$ cat src/rtl/ctrl_decode_reg.sv
// Registered control decode for the ARM-subset pipeline: decodes op/mode/cond against NZCV,
// issues EX controls one cycle later, and squashes the branch shadow.
module ctrl_decode_reg #(
    parameter int CMD_W  = 4,
    parameter int SHADOW = 1
) (
    input  logic             clk,
    input  logic             rst,
    input  logic             in_valid,
    input  logic             stall,
    input  logic             flush,
    input  logic [3:0]       op_code,
    input  logic [1:0]       mode,
    input  logic             s_in,
    input  logic [3:0]       cond,
    input  logic [3:0]       sr,
    output logic             out_valid,
    output logic [CMD_W-1:0] exe_cmd,
    output logic             mem_r_en,
    output logic             mem_w_en,
    output logic             wb_en,
    output logic             s,
    output logic             b,
    output logic             squashed
);

    localparam logic [2:0] SHADOW_LD = 3'(SHADOW);

    logic [3:0] dec_cmd;
    logic       dec_mr, dec_mw, dec_wb, dec_s, dec_b, dec_def;
    logic       pass;
    logic       issue;
    logic [2:0] shadow_cnt;

    function automatic logic cond_pass(input logic [3:0] c, input logic [3:0] f);
        logic n, z, cy, v;
        {n, z, cy, v} = f;
        case (c)
            4'b0000: cond_pass = z;
            4'b0001: cond_pass = !z;
            4'b0010: cond_pass = cy;
            4'b0011: cond_pass = !cy;
            4'b0100: cond_pass = n;
            4'b0101: cond_pass = !n;
            4'b0110: cond_pass = v;
            4'b0111: cond_pass = !v;
            4'b1000: cond_pass = cy && !z;
            4'b1001: cond_pass = !cy || z;
            4'b1010: cond_pass = (n == v);
            4'b1011: cond_pass = (n != v);
            4'b1100: cond_pass = !z && (n == v);
            4'b1101: cond_pass = z || (n != v);
            default: cond_pass = 1'b1;
        endcase
    endfunction

    always_comb begin
        dec_cmd = 4'b0000;
        dec_mr  = 1'b0;
        dec_mw  = 1'b0;
        dec_wb  = 1'b0;
        dec_s   = 1'b0;
        dec_b   = 1'b0;
        dec_def = 1'b0;
        case (mode)
            2'b00: begin
                dec_def = 1'b1;
                dec_wb  = 1'b1;
                dec_s   = s_in;
                case (op_code)
                    4'b1101: dec_cmd = 4'b0001;
                    4'b1111: dec_cmd = 4'b1001;
                    4'b0100: dec_cmd = 4'b0010;
                    4'b0101: dec_cmd = 4'b0011;
                    4'b0010: dec_cmd = 4'b0100;
                    4'b0110: dec_cmd = 4'b0101;
                    4'b0000: dec_cmd = 4'b0110;
                    4'b1100: dec_cmd = 4'b0111;
                    4'b0001: dec_cmd = 4'b1000;
                    // Compare/test only set flags: no writeback, S forced on.
                    4'b1010: begin
                        dec_cmd = 4'b0100;
                        dec_wb  = 1'b0;
                        dec_s   = 1'b1;
                    end
                    4'b1000: begin
                        dec_cmd = 4'b0110;
                        dec_wb  = 1'b0;
                        dec_s   = 1'b1;
                    end
                    default: begin
                        dec_def = 1'b0;
                        dec_wb  = 1'b0;
                        dec_s   = 1'b0;
                    end
                endcase
            end
            2'b01: begin
                dec_def = 1'b1;
                dec_cmd = 4'b0010;
                if (s_in) begin
                    dec_mr = 1'b1;
                    dec_wb = 1'b1;
                end else begin
                    dec_mw = 1'b1;
                end
            end
            2'b10: begin
                dec_def = 1'b1;
                dec_b   = 1'b1;
            end
            default: ;
        endcase
    end

    assign pass  = cond_pass(cond, sr);
    assign issue = dec_def && pass && (shadow_cnt == 3'd0);

    // ID/EX boundary register
    always_ff @(posedge clk) begin
        if (rst) begin
            out_valid  <= 1'b0;
            exe_cmd    <= '0;
            mem_r_en   <= 1'b0;
            mem_w_en   <= 1'b0;
            wb_en      <= 1'b0;
            s          <= 1'b0;
            b          <= 1'b0;
            squashed   <= 1'b0;
            shadow_cnt <= 3'd0;
        end else if (flush) begin
            out_valid  <= 1'b0;
            exe_cmd    <= '0;
            mem_r_en   <= 1'b0;
            mem_w_en   <= 1'b0;
            wb_en      <= 1'b0;
            s          <= 1'b0;
            b          <= 1'b0;
            squashed   <= 1'b0;
            shadow_cnt <= 3'd0;
        end else if (stall) begin
            squashed <= 1'b0;
        end else if (in_valid && issue) begin
            out_valid <= 1'b1;
            exe_cmd   <= CMD_W'(dec_cmd);
            mem_r_en  <= dec_mr;
            mem_w_en  <= dec_mw;
            wb_en     <= dec_wb;
            s         <= dec_s;
            b         <= dec_b;
            squashed  <= 1'b0;
            if (dec_b)
                shadow_cnt <= SHADOW_LD;
        end else begin
            // Squashed accept or idle cycle: both register a bubble.
            out_valid <= 1'b0;
            exe_cmd   <= '0;
            mem_r_en  <= 1'b0;
            mem_w_en  <= 1'b0;
            wb_en     <= 1'b0;
            s         <= 1'b0;
            b         <= 1'b0;
            squashed  <= in_valid;
            if (in_valid && shadow_cnt != 3'd0)
                shadow_cnt <= shadow_cnt - 3'd1;
        end
    end

endmodule

$ cat config.mk
export PLATFORM = sky130hd
export DESIGN_NAME = ctrl_decode_reg
export DESIGN_NICKNAME = d
export VERILOG_FILES = /design/src/rtl/ctrl_decode_reg.sv
export SDC_FILE = /design/constraint.sdc
export NUM_CORES = 1
export LEC_CHECK = 0
export ABC_AREA = 1
export CORE_UTILIZATION = 52
export CTS_BUF_LIST = sky130_fd_sc_hd__clkbuf_8
export DETAILED_ROUTE_END_ITERATION = 12
export GPL_ROUTABILITY_DRIVEN = 1
export PLACE_DENSITY_LB_ADDON = 0.3
export SKIP_LAST_GASP = 1
export SYNTH_ARGS = -nofsm -noshare
export SYNTH_HDL_FRONTEND = slang
export SYNTH_SLANG_ARGS = --single-unit
$ cat constraint.sdc
create_clock -name clk -period 3.8 [get_ports clk]
set_input_delay 1.14 -clock clk [delete_from_list [all_inputs] [get_ports clk]]
set_output_delay 1.14 -clock clk [all_outputs]
set_load 0.02 [all_outputs]
==> results.md <==
- Via-per-instance ratio: between 5 and 6
- Layout cell share with drive strength beyond 1: approximately 7.5%
- Status: complete, no violations
- Mux cell area share after synthesis: 0%
- Largest net degree at the start of global routing: 14
- Max incr delay on CP: 0.59 ns
- Slew Limit Fails: 0
- Switching pwr: 104.3 uW
- Post-synth top flop: dfxtp_1
- Overflow after GRT: 0
- Max Fclk: about 360 MHz
- CTS resizes: 0
- Synth cell count leaders: nand2_1, inv_1, a21oi_1, nand3_1
- Clk network pwr share: around two fifths
- Setup crit end kind: flip-flop
- Crit path DAT: just under 3 ns
- Compound-Gate Fraction of Synth Area: roughly 15%
- Cts hold-fix bufs: 0
- CP max stage cell: clkdlybuf4s50_1
- Delay-heaviest family, CP: buffers and inverters
- Die X-Extent: ~47 um
- Yosys top cell by area: dfxtp_1
- Core Rows: 15
- Worst-path clk slew: roughly 0.06 ns
- Final ANT Viol Nets: 0
- Clock latency on the worst-skew pair: 0.24 ns
- RSZ-0062 raised after global routing: false
- Top Ports: 31
- Period utilization: between 70% and 80%
- Dpl cell area: about 0.0014 mm^2
- Ys Warns: 0
- CTS Sinks: 14
- Gr usage total: roughly a quarter
- Detailed-route via count: about 1,200
- Synthesized Nets: roughly 200
- Final setup violating endpoints: 0
- Pwr/cell area: between 200 and 300 mW/mm^2
- # diodes: 0
- Crit-path most repeated cell: nand2_1
- Comb power frac: 23.0%
- Top post-synthesis cells by area: dfxtp_1, nand2_1, a21oi_1, nand3_1, inv_1
- Final wirelength: between 2000 and 3000 um
- Slew margin rel.: 59.68%
- GPL Wtd Cong: ~0.86
- Simple-gate share of the synthesized area: between 30% and 40%
- Area Overhead vs Synth: 35.85%
- Synth top area share: a little over a quarter
- Die ar.: ~0.0022 mm^2
- Max FO, Critical Path: 7
- Buffer depth of the longest clock path: 2
- DRC: 0
- Worst Setup Path Type: in -> reg
- Clk root buf: clkbuf_8
- Part of the power in registers: between 30% and 40%
- Xor/xnor share of the synthesized area: 0.8393%
- Final min period: approximately 2.8 ns
- CP required: approximately 3.9 ns
- Net Sw Frac: 27.36%
- Setup Buffers After CTS: 0
- Largest family of logic cells by synthesized area: simple AND/OR/NAND/NOR gates
- Endpoints failing hold: 0
- Post-synthesis adder-cell area fraction: roughly 7.2%
- Power Total: ~380 uW
- H-Tree Depth: 1
- Vias in the first global route: about 1,000
- First-pass GRT wire length: just under 4000 um
- Fin Clk Skew: about 0.00095 ns
- Syn Std Cell Area: 0.001044 mm^2
- Count leader, synth: nand2_1
- Core area: around 0.0018 mm^2
- Actual slew at the worst max-slew pin: between 0.6 and 0.7 ns
- Seq/Total Area, Yosys: about 27%
- CTS tree: yes
- Synth Register Bits: 14
- Die H: between 40 and 50 um
- Post-synth EDFFs: 0
- Setup total negative slack: 0 ns
- Dpl hpwl: 1991 um
- Leakage: 0.6797 nW
- CTS buffer count: 3
- Design Area, Final: 0.001418 mm^2
- Share of flip-flops with an asynchronous set or reset: 0%
- Initial antenna violation count: 0
- Wire per inst: between 10 and 15 um
- # nets final: 227
- Initial DRC Count: 30
- PortBufs: 30
- Worst VDD drop: 234.0 uV
- Max Cap Violations: 0
- Cell Int Power: around 280 uW
- Mapped Cells: between 150 and 200
- Worst path cell trace: clkdlybuf4s50_1, nand2_1, inv_2, nand2_2, o21ai_1, nand2_1, a21boi_4, nand4_2, a21oi_1, nor2_1
- Min-Delay Path Class: reg -> reg
- DRT Pass-1 Iters: 4
- CP startpoint kind: input port
- Synth Area per Inst: between 6 and 7 um^2
- Worst Path Buf+Inv: 2
- Yosys cell types: 22
- Initial Util: approximately 58%
cell type report:
cell class	instances	area (um^2)
Tap cell	25	31.28
Fill cell	142	384.1
Timing Repair Buffer	30	300.3
Inverter	30	112.6
Multi-Input combinational cell	122	638.1
Clock buffer	4	55.05
Sequential cell	14	280.3
kinds of logic after synthesis:
| family | Yosys count |
|---|---|
| AOI/OAI and AO/OA | 26 |
| xor gates and xnor gates | 1 |
| adders and majority gates | 6 |
| buffers and inverters | 33 |
| DFF | 14 |
| and+or+nand+nor | 89 |
through the flow:
step | hold WS, ns | setup WS (ns) | utilization [%] | instances
global placement | 0.4533 | 0.9071 | 75.63 | 221
detailed placement | 0.4578 | 0.8199 | 75.63 | 221
CTS | 0.4656 | 1.072 | 78.68 | 225
global route | 0.4841 | 0.9260 | 78.68 | 225
finish | 0.4642 | 1.043 | 78.68 | 225
floorplan | 0.5223 | 1.520 | - | 169
per-layer routing:
layer / GRT usage (%) / vias to the layer above / wire length (um)
li1: - / 602 / -
met1: 28.61 / 535 / 1151
met2: 44.72 / 50 / 1209
met3: 1.923 / 6 / 135
met4: 14.29 / 0 / 55
met5: 0 / - / 0
registers in the layout (all words and copies together), names as in the netlist:
register	flops
b	1
exe_cmd	4
mem_r_en	1
mem_w_en	1
out_valid	1
s	1
shadow_cnt	3
squashed	1
wb_en	1
cells in the final DEF (no fill, tap or decap), drive strengths merged, types with 4 or more instances in the layout:
cell	instances
nand2	50
clkdlybuf4s50	30
inv	30
a21oi	19
nand3	19
nor2	15
dfxtp	14
ha	6
clkbuf	4
o21ai	4
tightest hold or removal path, cell delays in order (launching register included):
cell     delay [ns]
dfxtp_1        0.31
nand2_1        0.05
a21oi_1        0.05
power by group through the flow:
stage	sequential (mW)	combinational (mW)	clock, mW
3_5_place_dp	0.151	0.0854	0
5_1_grt	0.148	0.0960	0.150
4_1_cts	0.148	0.0865	0.144
6_report	0.148	0.0876	0.145
3_3_place_gp	0.151	0.0824	0
2_1_floorplan	0.152	0.0483	0
path summary, 6_finish.rpt:
check / startpoint / end / slack, ns / cells after the start
max reg2reg: shadow_cnt[0] / shadow_cnt[1] / 2.21 / 8
min reg2reg: mem_r_en / mem_r_en / 0.46 / 2
max: op_code[3] / shadow_cnt[1] / 1.04 / 10
min: mem_r_en / mem_r_en / 0.46 / 2
(Power assumes the default switching activity.)
